**config.mk**
```make
export PLATFORM = sky130hd
export DESIGN_NAME = instr_sequencer
export DESIGN_NICKNAME = d
export VERILOG_FILES = /design/src/rtl/instr_sequencer.sv
export SDC_FILE = /design/constraint.sdc
export NUM_CORES = 1
export LEC_CHECK = 0
export ABC_AREA = 1
export CELL_PAD_IN_SITES_DETAIL_PLACEMENT = 0
export CELL_PAD_IN_SITES_GLOBAL_PLACEMENT = 1
export CORE_MARGIN = 4
export CORE_UTILIZATION = 45
export CTS_CLUSTER_SIZE = 25
export DETAILED_ROUTE_END_ITERATION = 10
export GPL_TIMING_DRIVEN = 0
export PLACE_DENSITY_LB_ADDON = 0.1
export SLEW_MARGIN = 20
export SYNTH_ARGS = -nofsm -noshare
export SYNTH_HDL_FRONTEND = slang
export SYNTH_SLANG_ARGS = --single-unit
```
**constraint.sdc**
```tcl
create_clock -name clk -period 3.65 [get_ports clk]
set_input_delay 0.5475 -clock clk [delete_from_list [all_inputs] [get_ports clk]]
set_output_delay 0.5475 -clock clk [all_outputs]
set_load 0.005 [all_outputs]
```
**src/rtl/instr_sequencer.sv**
```systemverilog
// instr_sequencer: queues host instructions and issues them to the control unit over Run/Done
module instr_sequencer #(
  parameter int DEPTH   = 4,
  parameter int TIMEOUT = 16
) (
  input  logic                     clk,
  input  logic                     reset,
  input  logic                     in_valid,
  output logic                     in_ready,
  input  logic [13:0]              in_instr,
  input  logic                     go,
  input  logic                     err_clr,
  output logic                     Run,
  output logic [1:0]               Rx,
  output logic [1:0]               Ry,
  output logic [1:0]               Fun,
  output logic [7:0]               Data,
  input  logic                     Done,
  output logic                     busy,
  output logic [$clog2(DEPTH):0]   count,
  output logic [15:0]              retired,
  output logic                     err_timeout
);
  localparam int AW = $clog2(DEPTH);
  localparam int TW = $clog2(TIMEOUT);

  typedef enum logic {IDLE, WAIT} state_t;

  state_t        state_q, state_d;
  logic [13:0]   mem_q [DEPTH];
  logic [AW-1:0] wptr_q, wptr_d, rptr_q, rptr_d;
  logic [AW:0]   count_q, count_d;
  logic [TW-1:0] timer_q, timer_d;
  logic          run_q, run_d, err_q, err_d;
  logic [1:0]    rx_q, rx_d, ry_q, ry_d, fun_q, fun_d;
  logic [7:0]    data_q, data_d;
  logic [15:0]   retired_q, retired_d;
  logic          full, push, pop;
  logic [13:0]   head;

  assign full        = count_q == (AW+1)'(DEPTH);
  assign push        = in_valid && !full;
  assign pop         = state_q == IDLE && go && count_q != '0;
  assign head        = mem_q[rptr_q];
  assign in_ready    = !full;
  assign Run         = run_q;
  assign Rx          = rx_q;
  assign Ry          = ry_q;
  assign Fun         = fun_q;
  assign Data        = data_q;
  assign busy        = state_q == WAIT;
  assign count       = count_q;
  assign retired     = retired_q;
  assign err_timeout = err_q;

  // FIFO storage; contents need no reset because occupancy guards every read
  always_ff @(posedge clk) begin
    if (push) mem_q[wptr_q] <= in_instr;
  end

  // FIFO bookkeeping, issue FSM and watchdog next-state
  always_comb begin
    wptr_d    = push ? wptr_q + 1'b1 : wptr_q;
    rptr_d    = pop ? rptr_q + 1'b1 : rptr_q;
    count_d   = (push && !pop) ? count_q + 1'b1 : (!push && pop) ? count_q - 1'b1 : count_q;
    state_d   = state_q;
    timer_d   = timer_q;
    run_d     = 1'b0;
    rx_d      = rx_q;
    ry_d      = ry_q;
    fun_d     = fun_q;
    data_d    = data_q;
    retired_d = retired_q;
    err_d     = err_q && !err_clr;
    if (state_q == IDLE) begin
      if (pop) begin
        fun_d   = head[13:12];
        rx_d    = head[11:10];
        ry_d    = head[9:8];
        data_d  = head[13:12] == 2'b00 ? head[7:0] : 8'h00;
        run_d   = 1'b1;
        timer_d = '0;
        state_d = WAIT;
      end
    end else if (Done) begin
      retired_d = retired_q + 16'd1;
      state_d   = IDLE;
    end else if (timer_q == TW'(TIMEOUT - 1)) begin
      err_d   = 1'b1;
      state_d = IDLE;
    end else begin
      timer_d = timer_q + 1'b1;
    end
  end

  // state register with synchronous active-low reset
  always_ff @(posedge clk) begin
    if (!reset) begin
      state_q   <= IDLE;
      wptr_q    <= '0;
      rptr_q    <= '0;
      count_q   <= '0;
      timer_q   <= '0;
      run_q     <= 1'b0;
      rx_q      <= '0;
      ry_q      <= '0;
      fun_q     <= '0;
      data_q    <= '0;
      retired_q <= '0;
      err_q     <= 1'b0;
    end else begin
      state_q   <= state_d;
      wptr_q    <= wptr_d;
      rptr_q    <= rptr_d;
      count_q   <= count_d;
      timer_q   <= timer_d;
      run_q     <= run_d;
      rx_q      <= rx_d;
      ry_q      <= ry_d;
      fun_q     <= fun_d;
      data_q    <= data_d;
      retired_q <= retired_d;
      err_q     <= err_d;
    end
  end
endmodule

```
==> out/results.tsv <==
stage	metric	value	unit
run_status	status	completed	
finish	fin_nets	553	
finish	diodes	0	
power	power.share.clock	0.234	
routing	drt_first_pass_iters	4	
power	power.density	560	nW/um^2
clock_network	path_clk_slew	100	ps
sta	period_share	0.615	
clock_network	cts_buffer_depth	2	
setup_path	cp.required	3900	ps
place	portBuffers	55	
grt	grt_pass1_wl	15200	um
routing	antenna_left	0	
setup_path	worst-path-max-fanout	10	
power	intPower	1.93	mW
routing	vias_per_cell	4.93	
logic_synthesis	synthesis.nets	485	
sta	min_period	2240	ps
clock_network	cts_setup_buffers	0	
flow_run	cap_violations	0	
floorplanning	die_y	105	um
clock_network	cts.sinks	102	
setup_path	rr_startpoint	count[0]	
floorplanning	io_pins	57	
routing	wl_met3	503	um
routing	wirelength	9110	um
sta	max_clock_freq	446	MHz
routing	drt-met1-wl	4260	um
floorplanning	initial_core_util	0.459	
setup_path	startpoint	count[0]	
floorplanning	core_area	9200	sq um
floorplanning	die_area	11000	sq um
sta	hold_violations	0	
logic_synthesis	ys_types	27	
sta	worstMarginPinSlew	913	ps
setup_path	end_kind	flop	
sta	skew	12.5	ps
sta	slew_viol_final	0	
grt	track_usage	0.175	
grt	grt_overflow_total	0	
finish	area_growth	21.7	%
clock_network	cts_resized	0	
power	leakage	2.02	nW
logic_synthesis	ys_seq_area_frac	0.617	
clock_network	numCtsBuffers	9	
logic_synthesis	yosysWarnings	0	
power	switching_share	0.329	
sta	setup_slack	1410	ps
clock_network	cts_root_buf	clkbuf_8	
grt	grt_pass1_vias	2964	
clock_network	tritoncts	built	
floorplanning	die_w	105	um
logic_synthesis	syn_inst	457	
worst_hold_path	hold_path_class	reg2reg	
logic_synthesis	ys_ff_latch	102	
setup_path	critPathKind	reg2reg	
grt	grt_max_degree	20	
power	ir_drop	0.000310	V
sta	setup_violations	0	
routing	dr.max_layer_used	met4	
place	gp_congestion	0.779	
logic_synthesis	synth_top_area_frac	0.399	
routing	drc_errors	0	
sta	setup_tns	0	ps
logic_synthesis	synth_top_area_cell	edfxtp_1	
sta	maxSlewHeadroom	0.391	
place	dp_hpwl	6530	um
routing	avgRoutedWirePerCell	14.2	um
setup_path	cp.arrival	2490	ps
clock_network	clock_latency	360	ps
logic_synthesis	syn_avg_cell_area	9.23	sq um
power	p_seq_frac	0.498	
sta	rsz0062_at_grt	false	
power	pwr-share-comb	0.268	
routing	routed-via-count	3158	
clock_network	htree_levels	3	
routing	wl_met2	4240	um
logic_synthesis	syn_area	4220	sq um
logic_synthesis	synth_area_leaders	edfxtp_1 40%, dfxtp_1 22%, nand2_1 10%, nor2_1 4.8%, inv_1 4.7%	
worst_hold_path	hold_path.startpoint	Data[2]	
setup_path	worstSetupStartpointType	flop	
power	power.switching	945	uW
floorplanning	rows	35	
clock_network	cts_hold_buf	0	
routing	drt_iter0_markers	100	
grt	grt_antenna_before_repair	0	
finish	drive_gt1_frac	0.0717	
place	dp_slack	1070	ps
==> sequential cells by signal, indices dropped and copies added (netlist names), 3 cells and up, named ones only <==
name     cells
Data         8
count        3
mem_q       56
retired     16
timer_q      4
==> cell families (layout without fill, tap and decap cells) <==
logic type	after synthesis	in the layout	share of synthesized area
adder cells (fa/ha/maj)	8	8	0.0255
AND/OR/NAND/NOR	211	211	0.208
buffers and inverters	70	143	0.0667
AO/OA/AOI/OAI	65	65	0.0810
XOR/XNOR	1	1	0.00208
flip-flops	102	102	0.617
==> cells in the mapped netlist, drive strengths merged <==
cell    count
nor3b       1
nand3      24
edfxtp     56
nand2     117
o21ai      28
or2         1
buf         9
o21a        2
a21oi      30
xor2        1
o21bai      1
nand4       9
clkbuf      5
nor2       56
clkinv      1
nor3        3
ha          7
inv        55
a31oi       4
fa          1
dfxtp      46
==> metal layers <==
layer / vias up / GRT usage
met5: - / 0
met1: 1447 / 0.238
met2: 65 / 0.278
li1: 1635 / -
met3: 11 / 0.0451
met4: 0 / 0.0478
==> layout by cell type, fill, tap and decap left out, types with 3 or more instances in the layout <==
master and count:
buf_4 3, o21ai_0 28, nand4_1 9, nor2_1 50, a31oi_1 4, inv_6 3
a21oi_1 29, nor2_2 4, clkdlybuf4s50_1 55, inv_1 53, edfxtp_1 56, buf_2 6
nand3_1 23, dfxtp_1 46, clkbuf_8 9, nor3_1 3, clkbuf_1 5, nand2_1 116
ha_1 7
==> layout make-up <==
class / instances / area, sq um
fillers: 851 / 4060
flip-flops and latches: 102 / 2600
well taps: 111 / 139
clock buffers: 9 / 124
multi-input cells: 285 / 1350
clock inverters: 7 / 62.6
inverters: 56 / 210
repair buffers: 57 / 581
plain buffers: 14 / 71.3
==> power groups by stage <==
stage / registers (mW) / logic [mW] / clock network, mW
floorplan: 1.45 / 0.448 / 0
global placement: 1.46 / 0.745 / 0
detailed placement: 1.46 / 0.775 / 0
CTS: 1.43 / 0.779 / 0.699
global route: 1.45 / 0.879 / 0.741
finish: 1.43 / 0.771 / 0.672
==> metrics by stage <==
step                instance area, sq um  power [mW]  cells  utilization  hold WS [ps]
floorplan                           4220        1.90    457            -           436
global placement                    4910        2.21    623        0.534           453
detailed placement                  4950        2.23    625        0.538           459
CTS                                 5130        2.91    641        0.558           475
global route                        5130        3.07    641        0.558           508
finish                              5130        2.87    641        0.558           476
==> path summary, 6_finish.rpt <==
path | slack (ps) | depth (start not counted) | to
worst min-delay path | 480 | 2 | Data[2]
worst min register to register | 480 | 2 | Data[2]
worst max register to register | 1410 | 11 | count[2]
worst max-delay path | 1410 | 11 | count[2]
==> worst max-delay path, cell delays in order, from the launching register on <==
cell,delay [ps]
dfxtp_1,380
nor2_1,230
nand2_1,90
nand3_1,110
buf_2,250
ha_1,180
inv_1,60
fa_1,370
a21oi_1,140
o21ai_0,110
o21ai_0,160
a21oi_1,60
Note: power is estimated with default switching activity, not from simulation.
